==> config.mk <==
export PLATFORM = sky130hd
export DESIGN_NAME = icache_direct
export DESIGN_NICKNAME = d
export VERILOG_FILES = /design/src/rtl/icache_direct.sv
export SDC_FILE = /design/constraint.sdc
export NUM_CORES = 1
export LEC_CHECK = 0
export CORE_MARGIN = 2
export CORE_UTILIZATION = 60
export CTS_CLUSTER_DIAMETER = 60
export CTS_CLUSTER_SIZE = 30
export DETAILED_ROUTE_END_ITERATION = 8
export PLACE_DENSITY = 0.87
export SLEW_MARGIN = 10
export SYNTH_ARGS = -nofsm -noshare
export SYNTH_HDL_FRONTEND = slang
export SYNTH_SLANG_ARGS = --single-unit
==> constraint.sdc <==
create_clock -name CLK -period 15.74 [get_ports CLK]
set_input_delay 2.361 -clock CLK [delete_from_list [all_inputs] [get_ports CLK]]
set_output_delay 2.361 -clock CLK [all_outputs]
set_load 0.01 [all_outputs]
==> src/rtl/icache_direct.sv <==
// ---------------------------------------------------------------------------
// icache_direct
//   Direct-mapped, one-word-per-line instruction cache sitting between the
//   datapath fetch port and the memory controller instruction port.
//   Hits return combinationally in the lookup cycle. Misses go through a
//   single-outstanding fill FSM (IDLE -> FILL -> IDLE). A flush clears every
//   valid bit so the cache can be cleaned on halt or after a self-modifying
//   store. The cache is read-only, so a conflicting fill simply overwrites.
//
// Optional feature macro: ICACHE_FILL_FORWARD_EN
//   When defined, the fill-completion cycle forwards iload straight to the
//   requester if it is still asking for the word being filled.
//
// Ports
//   CLK       in   1       clock, all state updates on posedge
//   RST       in   1       synchronous active-high reset
//   imemREN   in   1       datapath fetch request
//   imemaddr  in   ADDR_W  fetch byte address (bits [1:0] ignored)
//   flush     in   1       invalidate all lines
//   ihit      out  1       imemload valid this cycle
//   imemload  out  WORD_W  fetched instruction
//   iREN      out  1       memory read request
//   iaddr     out  ADDR_W  memory read address (word aligned)
//   iwait     in   1       memory busy; data valid when iREN=1 and iwait=0
//   iload     in   WORD_W  memory read data
// ---------------------------------------------------------------------------
module icache_direct #(
  parameter int SETS   = 16,
  parameter int ADDR_W = 32,
  parameter int WORD_W = 32
) (
  input  logic              CLK,
  input  logic              RST,
  input  logic              imemREN,
  input  logic [ADDR_W-1:0] imemaddr,
  input  logic              flush,
  output logic              ihit,
  output logic [WORD_W-1:0] imemload,
  output logic              iREN,
  output logic [ADDR_W-1:0] iaddr,
  input  logic              iwait,
  input  logic [WORD_W-1:0] iload
);

  localparam int IDX_W = $clog2(SETS);
  localparam int TAG_W = ADDR_W - IDX_W - 2;

  typedef enum logic {
    IDLE,
    FILL
  } state_e;

  state_e            state_q;
  logic [SETS-1:0]   valid_q;
  logic [TAG_W-1:0]  tag_q  [SETS];
  logic [WORD_W-1:0] data_q [SETS];
  logic [ADDR_W-1:0] fetchAddr_q;

  logic [IDX_W-1:0]  lookupIdx;
  logic [TAG_W-1:0]  lookupTag;
  logic [IDX_W-1:0]  fillIdx;
  logic [TAG_W-1:0]  fillTag;
  logic              lookupHit;
  logic              idleHit;
  logic              fwdHit;
  logic              fillDone;
  logic              unusedAddrBits;

  // The byte offset never selects anything in a one-word line.
  assign unusedAddrBits = ^imemaddr[1:0];

  assign lookupIdx = imemaddr[IDX_W+1:2];
  assign lookupTag = imemaddr[ADDR_W-1:IDX_W+2];
  assign fillIdx   = fetchAddr_q[IDX_W+1:2];
  assign fillTag   = fetchAddr_q[ADDR_W-1:IDX_W+2];

  assign lookupHit = imemREN & valid_q[lookupIdx] & (tag_q[lookupIdx] == lookupTag);
  assign fillDone  = (state_q == FILL) & ~iwait;

  // Hits are only reported in IDLE, and nothing is reported while reset is
  // held even though state_q has not yet returned to IDLE.
  assign idleHit = ~RST & (state_q == IDLE) & lookupHit;

`ifdef ICACHE_FILL_FORWARD_EN
  // Forward the returning word when the requester still wants the same word.
  assign fwdHit = ~RST & fillDone & imemREN &
                  (imemaddr[ADDR_W-1:2] == fetchAddr_q[ADDR_W-1:2]);
`else
  assign fwdHit = 1'b0;
`endif

  assign ihit  = idleHit | fwdHit;
  assign iREN  = ~RST & (state_q == FILL);
  assign iaddr = fetchAddr_q;

  // Read data mux; stays zero whenever nothing is being returned.
  always_comb begin
    imemload = '0;
    if (idleHit) begin
      imemload = data_q[lookupIdx];
    end else if (fwdHit) begin
      imemload = iload;
    end
  end

  // Fill FSM plus the valid array. A fill is never aborted once started, and
  // flush is applied after the fill write so that flush wins on a tie.
  always_ff @(posedge CLK) begin
    if (RST) begin
      state_q     <= IDLE;
      valid_q     <= '0;
      fetchAddr_q <= '0;
    end else begin
      case (state_q)
        IDLE: begin
          if (imemREN && !lookupHit) begin
            fetchAddr_q <= {imemaddr[ADDR_W-1:2], 2'b00};
            state_q     <= FILL;
          end
        end
        FILL: begin
          if (!iwait) begin
            valid_q[fillIdx] <= 1'b1;
            state_q          <= IDLE;
          end
        end
        default: state_q <= IDLE;
      endcase
      if (flush) begin
        valid_q <= '0;
      end
    end
  end

  // Tag and data storage carry no reset; the valid bits guard them.
  always_ff @(posedge CLK) begin
    if (fillDone) begin
      tag_q[fillIdx]  <= fillTag;
      data_q[fillIdx] <= iload;
    end
  end

endmodule

==> key figures <==
Placed design
  – DP Area: 40200 um^2
  – Placed wire-length estimate: 47.5 mm
  – PortBufs: 130
  – GPL Wtd Cong: 0.785

Global route
  – GR Layer Usage met3: 0.0571
  – Tot GR Track Use: 0.281
  – Most Crowded Layer GR: met2
  – Initial antenna violation count: 4
  – Largest net degree at the start of global routing: 108
  – Global route total overflow: 0
  – Global-route wire length before repair: 133 mm
  – Met2 GRT Util: 0.475
  – Vias in the first global route: 19214
  – Met1 Use GR: 0.368

Clock tree
  – H-tree depth: 2
  – CTS sink cnt: 975
  – Clock transition at path regs: 0.11 ns
  – Max clock buf depth: 3
  – Hold Buf Count CTS: 0
  – CTS tree: built
  – Number of buffers created by CTS: 44
  – Clk Latency, worst-skew pair: 0.63 ns
  – Post-CTS sizing: 0
  – Setup bufs post-CTS: 0
  – Clock root buffer: clkbuf_16

Power
  – P_int: 0.00361 W
  – Net Sw Frac: 0.214
  – PD cells: 110 nW/um^2
  – Worst ir drop on vdd: 0.0713 mV
  – Switching power: 0.000981 W
  – Clock share of power: 0.313
  – Gate power share: 0.059
  – Leak: 13.3 nW
  – Flop pwr share: 0.628

Setup path
  – Crit-path cells: buf_8 -> buf_4 -> mux4_2 -> xor2_1 -> a22o_1 -> a221oi_2 -> o211ai_1 -> nor4_2 -> nand4_1 -> buf_4 -> nor2b_1 -> clkdlybuf4s50_1
  – Kind of critical path: primary input to output pin
  – Worst EP required: 13.38 ns
  – Flop-to-flop setup slack: 12.13 ns
  – R2r worst-path depth: 9
  – CP Buf/Inv Count: 4
  – Crit path depth: 12
  – Worst path max stage delay: 0.79 ns
  – Worst Path Max Fanout: 107
  – Cell family with the largest share of critical-path delay: buffers and inverters
  – Crit path DAT: 7.75 ns
  – Most frequent CP cell: buf_4
  – Critical Path End Type: output pin
  – RR Startpoint: tag_q[7][20]
  – Critical Path Source Type: primary input
  – Critical Path Slowest Stage Cell: buf_4
  – RR Endpoint: state_q

Layout
  – Final #Nets: 1917
  – Area Growth Syn to Fin: 9.78%
  – Final instance area: 41800 um^2
  – Layout cells sized above 1: 0.203
  – Most frequent cells in the layout: 928 x edfxtp_1, 248 x mux4_2, 125 x clkdlybuf4s50_1, 110 x mux2i_1, 64 x nand2b_1
  – Fillers: 3686
  – Leading cell type in the layout, fill and taps excluded: edfxtp_1

Route
  – DRT antenna net count: 0
  – Via count: 18932
  – Total wire length: 91.6 mm
  – DRT Pass-1 Iters: 6
  – # DRC: 0
  – DR WL/cell: 33.5 um
  – Vias per Instance: 6.93
  – DRT iter0 DRCs: 2659

Worst hold path
  – Hold Path Stages: 1
  – Hold EP: valid_q[6]
  – Min-delay src: valid_q[6]
  – Worst Hold Class: register to register

STA
  – Setup TNS Final: 0 ns
  – Final setup violation count: 0
  – RSZ-0062 raised after global routing: no
  – Max Freq: 98.9 MHz
  – Final Hold Viols: 0
  – Final worst-path cycle share: 0.642
  – Clock skew: 0.0376 ns
  – Slew @ Worst Pin: 1.24 ns
  – Final slew viol count: 0
  – Minimum clock period: 10.11 ns
  – Relative slew slack: 0.175

Yosys
  – Post-synth top area share: 0.732
  – Synth unique cells: 56
  – Area leader, netlist: edfxtp_1
  – Post-synth EDFFs: 928
  – Post-synthesis cell count: 1735
  – Ys flop type: edfxtp_1
  – Largest cells by area after synthesis: edfxtp_1 73%, mux4_2 15%, mux2i_1 2.9%, dfxtp_1 2.5%, nand2b_1 1.1%
  – Seq/Total Area, Yosys: 0.757
  – Syn Area/Cell: 21.9 um^2
  – Ys Warns: 0
  – Post-synthesis register bit count: 975
  – Async SR Flop Fraction: 0
  – Post-Syn Area: 38100 um^2

Floorplan
  – Chip width: 256 um
  – Starting Density: 0.605
  – Total core area: 62900 um^2
  – I/O pins: 135
  – DIE HEIGHT: 256 um
  – Core Rows: 92
  – Die Area: 65500 um^2

Run status
  – Status: completed

Job
  – Max-cap violations: 0
-- cells by family after synthesis --
| family | share of synthesized area |
|---|---|
| compound gates | 0.0175 |
| xor+xnor | 0.00737 |
| buf+inv | 0.0150 |
| flops | 0.757 |
| mux | 0.177 |
| other cells | 0.0000985 |
| simple gates | 0.0264 |
-- registers in the layout, indices dropped and copies added (netlist names) --
| register | count |
|---|---|
| data_q | 512 |
| tag_q | 416 |
| iaddr | 30 |
| valid_q | 16 |
| state_q | 1 |
-- metrics by stage --
stage | power (W) | hold WS (ns) | worst slack [ns] | utilization | std cells
after floorplan | 0.00310 | 0.435 | 8.19 | - | 1736
after global placement | 0.00319 | 0.441 | 6.04 | 0.640 | 2648
after detailed placement | 0.00320 | 0.452 | 5.81 | 0.640 | 2648
after CTS | 0.00460 | 0.489 | 5.81 | 0.664 | 2724
after global routing | 0.00469 | 0.505 | 5.48 | 0.664 | 2725
final | 0.00459 | 0.491 | 5.63 | 0.665 | 2730
-- metal layers --
metal / part of all wire / vias to the layer above
met3: 0.11 / 256
li1: - / 7406
met5: 0.00014 / -
met2: 0.51 / 1490
met1: 0.34 / 9778
met4: 0.038 / 2
-- worst max-delay path by stage --
stage	end	slack, ns	start
floorplan	data_q[1][0]	8.19	iwait
global placement	imemload[15]	6.04	imemaddr[4]
detailed placement	imemload[17]	5.81	imemaddr[4]
CTS	imemload[17]	5.81	imemaddr[4]
global route	imemload[17]	5.48	imemaddr[2]
finish	imemload[17]	5.63	imemaddr[4]
-- cell type report --
class	instances	area (um^2)	share of cell area
Clock inverter	24	345	0.00827
Multi-Input combinational cell	656	8800	0.211
Clock buffer	52	1170	0.0281
Sequential cell	975	28800	0.690
Inverter	10	38.8	0.000929
Tap cell	846	1060	0.0253
Timing Repair Buffer	161	1540	0.0368
Antenna cell	6	15.0	0.000359
-- cells in the mapped netlist, types with 2 or more instances --
cell type  instances
nand2b_1          64
nand4b_1           2
and2_1             3
o21a_1            18
buf_4             15
nand4_1            5
a211oi_1           5
a22o_1             9
edfxtp_1         928
a221oi_2           2
a21oi_1            7
o22ai_1            2
clkinv_1           2
nand2_1            9
mux2_2             3
inv_1              8
nor3_1            10
a22oi_1           10
a221oi_1           4
nand3_1           10
clkbuf_1          32
nor2_1            24
nor4_1             3
mux2i_1          110
and4_1             2
nor2b_1           37
buf_1              7
dfxtp_1           47
o211ai_1           4
or3_1              4
mux4_2           248
xnor2_1           19
xor2_1            13
o21ai_0            8
buf_2             30
buf_6             11
-- power by group through the flow --
stage	clock network [W]	registers, W	logic [W]
finish	0.00144	0.00288	0.000269
global route	0.00152	0.00289	0.000281
CTS	0.00145	0.00288	0.000266
detailed placement	0	0.00294	0.000262
global placement	0	0.00294	0.000252
floorplan	0	0.00293	0.000164
Power figures use the tool's default switching activity.
